### src/rtl/datamem_dma_pkg.sv
// Shared types and default widths for the datamem_dma block-copy engine.
package datamem_dma_pkg;

  localparam int ADDR_W_DEF = 16;
  localparam int DATA_W_DEF = 16;

  typedef enum logic [1:0] {
    IDLE  = 2'd0,
    READ  = 2'd1,
    WRITE = 2'd2,
    DONE  = 2'd3
  } state_t;

endpackage

### src/rtl/datamem_dma.sv
// Word-by-word block copy engine driving a single-port data memory.
// Optional running checksum of copied words when DATAMEM_DMA_CHECKSUM_EN is defined.
module datamem_dma
  import datamem_dma_pkg::*;
#(
  parameter int ADDR_W = ADDR_W_DEF,
  parameter int DATA_W = DATA_W_DEF
) (
  input  logic              clk,
  input  logic              reset,
  input  logic              start,
  input  logic [ADDR_W-1:0] src_addr,
  input  logic [ADDR_W-1:0] dst_addr,
  input  logic [ADDR_W-1:0] length,
  output logic              busy,
  output logic              done,
  output logic [ADDR_W-1:0] mem_address,
  output logic              mem_read_enable,
  output logic              mem_write_enable,
  output logic [DATA_W-1:0] mem_write_data,
  input  logic [DATA_W-1:0] mem_read_data,
  output state_t            fsm_state
`ifdef DATAMEM_DMA_CHECKSUM_EN
  ,
  output logic [DATA_W-1:0] checksum
`endif
);

  // Memory handshake: the memory has no ready; a strobe is serviced in the
  // cycle it is raised (read data combinational, write committed on the edge).

  state_t            state, state_next;
  logic [ADDR_W-1:0] src, dst, remaining;
  logic [DATA_W-1:0] buffer;

  assign fsm_state = state;

  always_ff @(posedge clk) begin
    if (reset) begin
      state     <= IDLE;
      src       <= '0;
      dst       <= '0;
      remaining <= '0;
      buffer    <= '0;
    end else begin
      state <= state_next;
      case (state)
        IDLE: begin
          if (start && (length != '0)) begin
            src       <= src_addr;
            dst       <= dst_addr;
            remaining <= length;
          end
        end
        READ:  buffer <= mem_read_data;
        WRITE: begin
          src       <= src + 1'b1;
          dst       <= dst + 1'b1;
          remaining <= remaining - 1'b1;
        end
        default: ;
      endcase
    end
  end

`ifdef DATAMEM_DMA_CHECKSUM_EN
  // Cleared on any accepted start, including a zero-length one.
  always_ff @(posedge clk) begin
    if (reset) begin
      checksum <= '0;
    end else if (state == IDLE && start) begin
      checksum <= '0;
    end else if (state == WRITE) begin
      checksum <= checksum + buffer;
    end
  end
`endif

  always_comb begin
    state_next       = state;
    busy             = 1'b1;
    done             = 1'b0;
    mem_address      = '0;
    mem_read_enable  = 1'b0;
    mem_write_enable = 1'b0;
    mem_write_data   = '0;
    case (state)
      IDLE: begin
        busy = 1'b0;
        if (start) begin
          state_next = (length == '0) ? DONE : READ;
        end
      end
      READ: begin
        mem_address     = src;
        mem_read_enable = 1'b1;
        state_next      = WRITE;
      end
      WRITE: begin
        mem_address      = dst;
        mem_write_enable = 1'b1;
        mem_write_data   = buffer;
        state_next       = (remaining == 1) ? DONE : READ;
      end
      DONE: begin
        done       = 1'b1;
        state_next = IDLE;
      end
      default: state_next = IDLE;
    endcase
  end

endmodule

### config.mk
export PLATFORM = sky130hd
export DESIGN_NAME = datamem_dma
export DESIGN_NICKNAME = d
export VERILOG_FILES = /design/src/rtl/datamem_dma_pkg.sv /design/src/rtl/datamem_dma.sv
export SDC_FILE = /design/constraint.sdc
export NUM_CORES = 1
export LEC_CHECK = 0
export BUFFER_PORTS_ARGS = -buffer_cell sky130_fd_sc_hd__buf_2
export CORE_ASPECT_RATIO = 1.75
export CORE_MARGIN = 10
export CORE_UTILIZATION = 30
export CTS_BUF_LIST = sky130_fd_sc_hd__clkbuf_16
export CTS_CLUSTER_SIZE = 12
export DETAILED_ROUTE_END_ITERATION = 16
export PLACE_DENSITY = 0.62
export RECOVER_POWER = 25
export SLEW_MARGIN = 20
export SYNTH_ARGS = -nofsm -noshare
export SYNTH_HDL_FRONTEND = slang
export SYNTH_SLANG_ARGS = --single-unit
### constraint.sdc
create_clock -name clk -period 2.5 [get_ports clk]
set_clock_uncertainty 0.05 [all_clocks]
set_input_delay 0.375 -clock clk [delete_from_list [all_inputs] [get_ports clk]]
set_output_delay 0.375 -clock clk [all_outputs]
set_load 0.005 [all_outputs]
==> reports/results.ini, run 1 <==
[global_route]
use_met1=0.1467
antenna_found_initial=0
grt_use_met3=0.05380
track_usage=0.1504
busiest_layer=met2
met2_usage=0.2677
grt_pass1_wl_mm=22.76
gr-total-overflow=0
grt_pass1_vias=4587
grt_max_degree=51

[critical_path]
cp_slowest_cell=ha_2
end_kind=primary output
arrival_ps=1910
timing.rr.end=dst[14]
r2r-start=dst[1]
worstPathMaxFanout=16
cp_data_required_time_ps=2080
crit_type=reg2out
rrSetupSlack_ps=340
cp_cell_sequence=inv_1 > ha_2 > a21boi_0 > buf_2
startpoint_type=flop
slowest_delay_ps=560
r2r_cells=7

[power]
p_clk_frac=0.265
switchingPower_w=0.001606
p_int_w=0.002546
powerDensity_nw_per_um2=814.4
ir_worst_vdd_v=0.0003374
swShare=0.3869
leakagePower_nw=1.984
comb_power_share=0.378
seq_power_share=0.357

[clock_network]
cts_root_buffer=clkbuf_16
numCtsBuffers=9
cts.sinks=66
cts_buffer_depth=2
cts_hold_buf=0
post_cts_buffers=0
cts_resized=0
h-tree-depth=3
clk_pin_slew_ps=50
clk_latency_ps=330
cts_tree=yes

[die]
die_area_um2=19030
io_pins=105
core_area_um2=13450
initial_utilization=0.3067
num_rows=56
die_x_um=108.7
die_h_um=175.2

[hold_path]
worstHoldStart=mem_read_data[1]
holdPathEnd=buffer[1]
min_path_cells=3
hp-class=in2reg

[cells_and_area]
drive_gt1_frac=0.2291
multi_input_area_um2=2579
fill_cells=1479
num_antenna_cells=0
final_nets=704
syn2layout_area_growth_pct=23.56
regArea_um2=1321
layout_common_cells=buf_2, dfxtp_1, a21oi_1
layout_commonest_cell=buf_2

[job]
maxCapViolCount=0

[synth]
syn-num-nets=618
ys.warnings.count=0
syn_inst=542
yosysTopAreaCell=dfxtp_1
syn_area_per_cell_um2=7.613
synth_top_flop_cell=dfxtp_1
synth_top_area_share=0.3202
synth-seq-cells=66
synth_area_leaders=dfxtp_1, a21oi_1, o21ai_0
synth_edf_count=0
ys_seq_area_frac=0.3202
yosysUniqueCellTypes=54
synth_area_um2=4126
async_reset_ff_frac=0

[drt]
avgViaCountPerCell=5.477
dr.pass1.iters=5
ant_nets=0
avgRoutedWirePerCell_um=17.83
totalWireLength_mm=14.39
drc_errors=0
drtIter0Drc=342
num_vias=4420

[place]
dp_slack_ps=362.7
place.gp.congestion=0.8238
portBuffers=104
dp_hpwl_mm=10.66

[timing]
hold_viol=0
finalMaxSlewViolations=0
fin_crit_ps=2335
layout_setup_ws_ps=164.9
slew-limit-headroom=0.4446
fin_setup_tns_ps=0
fmax_ghz=0.4283
finalCritPeriodShare=0.9340
setup_violations=0
worst_pin_slew_ps=833.0
rsz0062_at_grt=false

[outcome]
status=finished, final reports clean

logic make-up after synthesis:
| logic type | synth area share |
|---|---|
| DFF | 0.3202 |
| and+or+nand+nor | 0.2726 |
| adders and majority gates | 0.02729 |
| muxes | 0.04639 |
| AOI/OAI and AO/OA | 0.2726 |
| buffers and inverters | 0.06095 |
cells in the mapped netlist, types with 5 or more instances:
cell / count
a211oi_1: 9
inv_1: 11
and3_1: 9
o21ai_0: 40
buf_1: 8
nand3_1: 14
nor2b_1: 30
clkbuf_1: 25
o21ai_1: 14
nor2_1: 37
a22oi_1: 14
nor3_1: 18
ha_1: 9
o2bb2ai_1: 5
buf_2: 9
nor4_1: 8
nand4_1: 9
o22ai_1: 5
mux2i_1: 18
a21oi_1: 61
and2_1: 18
dfxtp_1: 66
nand2_1: 49
state kept, by name, indices dropped and copies added, names as in the netlist:
register and cells:
buffer 16, fsm_state 2, src 16, remaining 16, dst 16
area by class of cell:
type / count / area share
Multi-Input combinational cell: 420 / 0.5058
Sequential cell: 66 / 0.2591
Inverter: 11 / 0.008098
Clock buffer: 9 / 0.04417
Clock inverter: 7 / 0.005644
Timing Repair Buffer: 120 / 0.1345
Tap cell: 174 / 0.04270
routing by layer:
layer,vias to the layer above,wire (um)
met5,-,0
met4,0,571
met3,35,1116
met2,178,7683
met1,2067,5015
li1,2140,-
worst max-delay path, delay by kind of cell, from the launching register on:
kind,cells,cell delay (ps)
AOI/OAI and AO/OA,1,270
adders and majority gates,1,560
buffers and inverters,2,320
DFF,1,420
power by group through the flow:
stage,clock (W),combinational [W],sequential (W)
global route,0.00118,0.00174,0.00151
CTS,0.00114,0.00156,0.00147
global placement,0,0.00151,0.00148
detailed placement,0,0.00156,0.00149
floorplan,0,0.00112,0.00142
finish,0.00110,0.00157,0.00148
metrics by stage:
step / hold WS (ps) / util / instance area [um^2] / total power [W] / instances
5_1_grt: 237.9 / 0.3790 / 5099 / 0.004433 / 807
3_5_place_dp: 423.8 / 0.3597 / 4840 / 0.003048 / 791
3_3_place_gp: 414.2 / 0.3597 / 4840 / 0.002987 / 791
4_1_cts: 213.8 / 0.3786 / 5094 / 0.004175 / 807
6_report: 224.8 / 0.3790 / 5099 / 0.004152 / 807
2_1_floorplan: 401.5 / - / 4126 / 0.002540 / 542
how the worst max path moves through the flow:
stage               depth (start not counted)               to    startpoint
finish                                      4   mem_address[7]  fsm_state[0]
global route                                6   mem_address[6]  fsm_state[0]
CTS                                         5   mem_address[8]  fsm_state[1]
detailed placement                          7          dst[14]        dst[1]
global placement                            7          dst[14]        dst[1]
floorplan                                   7  mem_address[13]  fsm_state[0]
(Power assumes the default switching activity.)
==> run 2, diff against run 1 <==
--- a/config.mk
+++ b/config.mk
@@ -5,6 +5,7 @@
 export SDC_FILE = /design/constraint.sdc
 export NUM_CORES = 1
 export LEC_CHECK = 0
+export ABC_CLOCK_PERIOD_IN_PS = 2500
 export BUFFER_PORTS_ARGS = -buffer_cell sky130_fd_sc_hd__buf_2
 export CORE_ASPECT_RATIO = 1.75
 export CORE_MARGIN = 10
@@ -12,6 +13,7 @@
 export CTS_BUF_LIST = sky130_fd_sc_hd__clkbuf_16
 export CTS_CLUSTER_SIZE = 12
 export DETAILED_ROUTE_END_ITERATION = 16
+export HOLD_SLACK_MARGIN = 0.02
 export PLACE_DENSITY = 0.62
 export RECOVER_POWER = 25
 export SLEW_MARGIN = 20
==> constraint.sdc (replaced) <==
create_clock -name clk -period 2.5 [get_ports clk]
set_clock_uncertainty 0.05 [all_clocks]
set_input_delay 0.375 -clock clk [delete_from_list [all_inputs] [get_ports clk]]
set_output_delay 0.375 -clock clk [all_outputs]
set_load 0.1 [all_outputs]
==> run 2 against run 1 <==
Effect of this change:
- global-route usage is essentially flat
- final cell count increased by 0.25%
- highest routed layer unchanged
- utilization rose by 5.1 points
- clock power is 21% higher
- sequential share of layout area decreased by 2.9 points
- largest cell class unchanged
- first-iteration DRC count fell by 5.6%
- total power grew 19%
- die area unchanged
- via count down 1.7%
- combinational power increased by 34%
==> reports/results.ini, run 2 (same netlist as run 1, synthesis figures left out) <==
[critical_path]
crit_cells=5
cp_data_required_time_ps=2720
crit_type=reg2reg
cp_slowest_cell=or4_4
path_delay_family=simple AND/OR/NAND/NOR gates
cp_num_buf_inv=0
arrival_ps=2450
r2r_cells=5
worstPathMaxFanout=6
cp_cell_sequence=or4_4 > nor4_1 > nand4_1 > a221o_1 > a21oi_2
end_kind=flop
slowest_delay_ps=570
startpoint_type=flop

[cells_and_area]
fill_cells=1330
layout_commonest_cell=buf_2
fin_util=0.4296
drive_gt1_frac=0.2875
syn2layout_area_growth_pct=40.05
layout_common_cells=buf_2, dfxtp_1, a21oi_1
regArea_um2=1329
instances_no_fill=809
final_nets=704
multi_input_area_um2=2713

[drt]
wl_met1_mm=5.159
avgViaCountPerCell=5.371
num_vias=4345
drc_errors=0
ant_nets=0
totalWireLength_mm=14.30
route.top_layer_used=met4
avgRoutedWirePerCell_um=17.67
drtIter0Drc=323
dr.pass1.iters=4
wl_met2_mm=7.437
met3_length_mm=1.202

[clock_network]
cts_root_buffer=clkbuf_16
cts_buffer_depth=2
cts.sinks=66
post_cts_buffers=0
numCtsBuffers=9
cts_tree=yes
clk_pin_slew_ps=60
cts_hold_buf=0
cts_resized=0
h-tree-depth=3
clk_latency_ps=340

[die]
die_x_um=108.7
initial_utilization=0.3067
die_area_um2=19030
core_area_um2=13450
die_h_um=175.2
num_rows=56
io_pins=105

[global_route]
track_usage=0.1507
grt_max_degree=62
antenna_found_initial=2
grt_pass1_wl_mm=23.12
gr-total-overflow=0
grt_pass1_vias=4537

[timing]
fin_setup_tns_ps=0
fmax_ghz=0.4485
hold_viol=0
rsz0062_at_grt=false
holdWs_ps=224.9
fin_crit_ps=2230
setup_violations=0
slew-limit-headroom=0.2164
finalMaxSlewViolations=0
finalCritPeriodShare=0.8918
worst_pin_slew_ps=1180

[power]
switchingPower_w=0.002017
p_int_w=0.002904
finalPower_w=0.004921
p_clk_frac=0.271
comb_power_share=0.428
leakagePower_nw=2.147
seq_power_share=0.302
powerDensity_nw_per_um2=851.4
swShare=0.4099
ir_worst_vdd_v=0.0004254

[hold_path]
hp-class=in2reg
min_path_cells=3

[place]
placed_cells=791
portBuffers=104
dp_hpwl_mm=10.65
place.gp.congestion=0.8267

[job]
maxCapViolCount=0

[outcome]
status=finished, final reports clean

## run 2: changes by cell type in the layout (fill, tap and decap cells not counted), sizes merged
cell / delta
clkinvlp: +1
clkbuf: -1
bufinv: +2
diode: +2
buf: +1
inv: -2
clkinv: -1
## run 2: layout make-up
type,count,share of cell area
flip-flops and latches,66,0.2299
multi-input cells,420,0.4694
repair buffers,120,0.2016
inverters,11,0.007144
diodes,2,0.0008660
well taps,174,0.03767
clock inverters,7,0.01451
clock buffers,9,0.03897
## run 2: worst reg2reg max path, cell delays in order (launching register included)
cell and delay [ps]:
dfxtp_1 360, or4_4 570, nor4_1 560, nand4_1 160
a221o_1 370, a21oi_2 110
## run 2: per-stage QoR
stage,worst slack [ps],instance area [um^2]
after floorplan,-19.59,4334
after global placement,441.9,5489
after detailed placement,396.1,5489
after CTS,275.0,5798
after global routing,188.7,5777
final,270.4,5779
## run 2: final timing paths
check	slack, ps	endpoint	startpoint
setup / recovery	270	fsm_state[1]	remaining[8]
hold / removal	220	buffer[2]	mem_read_data[2]
setup reg to reg	270	fsm_state[1]	remaining[8]
hold reg to reg	430	remaining[15]	remaining[15]
## run 2: power groups by stage
| stage | clock network (W) | registers, W | logic, W |
|---|---|---|---|
| CTS | 0.00136 | 0.00148 | 0.00213 |
| global placement | 0 | 0.00149 | 0.00208 |
| floorplan | 0 | 0.00149 | 0.00157 |
| finish | 0.00133 | 0.00148 | 0.00210 |
| detailed placement | 0 | 0.00150 | 0.00212 |
| global route | 0.00141 | 0.00151 | 0.00227 |
## run 2: routing by layer
layer	up-vias	GRT usage
met4	0	0.06788
met2	150	0.2573
met5	-	0
li1	2141	-
met3	31	0.06301
met1	2023	0.1548
==> run 3, diff against run 2 <==
--- a/config.mk
+++ b/config.mk
@@ -5,7 +5,7 @@
 export SDC_FILE = /design/constraint.sdc
 export NUM_CORES = 1
 export LEC_CHECK = 0
-export ABC_CLOCK_PERIOD_IN_PS = 2500
+export ABC_CLOCK_PERIOD_IN_PS = 1800
 export BUFFER_PORTS_ARGS = -buffer_cell sky130_fd_sc_hd__buf_2
 export CORE_ASPECT_RATIO = 1.75
 export CORE_MARGIN = 10
@@ -14,7 +14,7 @@
 export CTS_CLUSTER_SIZE = 12
 export DETAILED_ROUTE_END_ITERATION = 16
 export HOLD_SLACK_MARGIN = 0.02
-export PLACE_DENSITY = 0.62
+export PLACE_DENSITY = 0.64
 export RECOVER_POWER = 25
 export SLEW_MARGIN = 20
 export SYNTH_ARGS = -nofsm -noshare
==> constraint.sdc (replaced) <==
create_clock -name clk -period 1.8 [get_ports clk]
set_clock_uncertainty 0.05 [all_clocks]
set_input_delay 0.27 -clock clk [delete_from_list [all_inputs] [get_ports clk]]
set_output_delay 0.27 -clock clk [all_outputs]
set_load 0.005 [all_outputs]
==> run 3 against run 2 <==
Effect of this change:
- the run now ends with negative setup slack left
- worst hold slack worse by 110 ps
- non-clock buffer count increased by 76
- global-route usage grew 1.1 points
- register-to-register slack lost 300 ps
- final cell count increased by 9.1%
- cell area rose by 5.3%
- utilization grew 2.3 points
- clock power rose by 17%
- largest power group unchanged
- first-iteration DRC count shrank 4.6%
- die area did not move
- total power rose by 36%
==> reports/results.ini, run 3 (same netlist as run 1, synthesis figures left out) <==
[clock_network]
cts_tree=yes
cts_buffer_depth=2
cts.sinks=66
clk_pin_slew_ps=50
h-tree-depth=3
cts_hold_buf=0
numCtsBuffers=9
cts_root_buffer=clkbuf_16
clk_latency_ps=340

[cells_and_area]
syn2layout_area_growth_pct=47.45
num_antenna_cells=0
layout_commonest_cell=buf_2
layout_common_cells=buf_2, buf_4, a21oi_1, dfxtp_1, nand2_1
final_area_um2=6085
fin_util=0.4523
drive_gt1_frac=0.3921
final_nets=780
fill_cells=1375

[drt]
num_vias=4717
avgRoutedWirePerCell_um=17.54
drc_errors=0
ant_nets=0
drtIter0Drc=308
totalWireLength_mm=15.49
avgViaCountPerCell=5.342
dr.pass1.iters=5

[power]
powerDensity_nw_per_um2=1103
leakagePower_nw=2.513
ir_worst_vdd_v=0.0005670

[outcome]
violations=negative setup slack
status=complete, but fails checks

[timing]
fmax_ghz=0.5071
fin_crit_ps=1972
finalCritPeriodShare=1.096
fin_setup_tns_ps=-2974
worst_pin_slew_ps=454.4
hold_viol=0
finalMaxSlewViolations=0
holdWs_ps=115.5
setup_violations=26
layout_setup_ws_ps=-172.2
rsz0062_at_grt=true
slew-limit-headroom=0.6967

[critical_path]
cp_cell_sequence=inv_1 > buf_4 > ha_4 > buf_12 > a22oi_2 > nor2b_1 > buf_2
timing.rr.end=dst[8]
arrival_ps=1650
cp_slowest_cell=dfxtp_2
cp_data_required_time_ps=1480
r2r-start=fsm_state[1]
worstPathMaxFanout=11
end_kind=primary output
crit_type=reg2out
rrSetupSlack_ps=-30
cp_num_buf_inv=4
slowest_delay_ps=320
path_delay_family=buffers and inverters
r2r_cells=9
startpoint_type=flop

[place]
dp_hpwl_mm=10.79
portBuffers=104
place.gp.congestion=0.8352
placed_area_um2=5345

[hold_path]
holdPathEnd=buffer[5]
hp-class=in2reg
worstHoldStart=mem_read_data[5]
min_path_cells=3

[job]
maxCapViolCount=0

[die]
core_area_um2=13450
die_area_um2=19030
initial_utilization=0.3067
die_x_um=108.7
io_pins=105
num_rows=56
die_h_um=175.2

[global_route]
gr-total-overflow=0
antenna_found_initial=0
grt_pass1_wl_mm=24.59
track_usage=0.1617
grt_pass1_vias=4881
grt_max_degree=65

run 3: cell types whose count changed in the layout (fill, tap and decap cells not counted), sizes merged:
cell / change
buf: +79
inv: +2
clkinvlp: -1
bufinv: -2
clkbuf: -3
diode: -2
clkinv: +1
run 3: worst max path at each step:
stage	endpoint	slack, ps	depth (start not counted)	start
detailed placement	dst[6]	-260	9	length[11]
global placement	dst[6]	-170	9	length[14]
CTS	mem_address[13]	-150	8	fsm_state[1]
floorplan	src[10]	20	10	fsm_state[0]
global route	mem_address[15]	-220	8	fsm_state[1]
finish	mem_address[6]	-170	7	fsm_state[1]
run 3: power breakdown:
| group | switching (W) | leakage, nW | total [W] | internal [W] |
|---|---|---|---|---|
| sequential | 0.000250 | 0.545 | 0.00200 | 0.00175 |
| clock | 0.000652 | 0.134 | 0.00155 | 0.000902 |
| combinational | 0.00165 | 1.83 | 0.00316 | 0.00151 |
run 3: final cells by class:
type / count / area [um^2] / share of cell area
multi-input cells: 420 / 2820 / 0.4635
repair buffers: 196 / 1416 / 0.2328
flip-flops and latches: 66 / 1335 / 0.2194
clock buffers: 9 / 225.2 / 0.03701
well taps: 174 / 217.7 / 0.03578
inverters: 11 / 41.29 / 0.006786
clock inverters: 7 / 28.78 / 0.004730
run 3: stage by stage:
stage          setup slack, ps  total power, W  std cells
5_1_grt                 -221.3        0.007137        883
2_1_floorplan            20.37        0.003553        542
3_5_place_dp            -257.5        0.004628        852
3_3_place_gp            -167.3        0.004609        852
6_report                -172.2        0.006711        883
4_1_cts                 -150.7        0.006500        878
run 3: routing by layer:
metal  part of all wire  track usage  up-vias
met1               0.37       0.1623     2243
met4              0.037      0.07561        0
met2               0.53       0.2922      146
met5                  0            0        -
met3              0.066      0.04864       33
li1                   -            -     2295
run 3: worst register-to-register path, delay by kind of cell, from the launching register on:
kind                       cells  cell delay [ps]
buffers and inverters          3              440
AOI/OAI and AO/OA              2              300
adders and majority gates      1              230
DFF                            1              320
and+or+nand+nor                3              420
run 3: repair_timing:
item / in CTS / in global routing
cloned: 2 / 1
pin swaps: 7 / 21
setup endpoints to repair: 64 / 69
setup buffers: 8 / 4
resized for setup: 43 / 54
hold endpoints to repair: 0 / 0
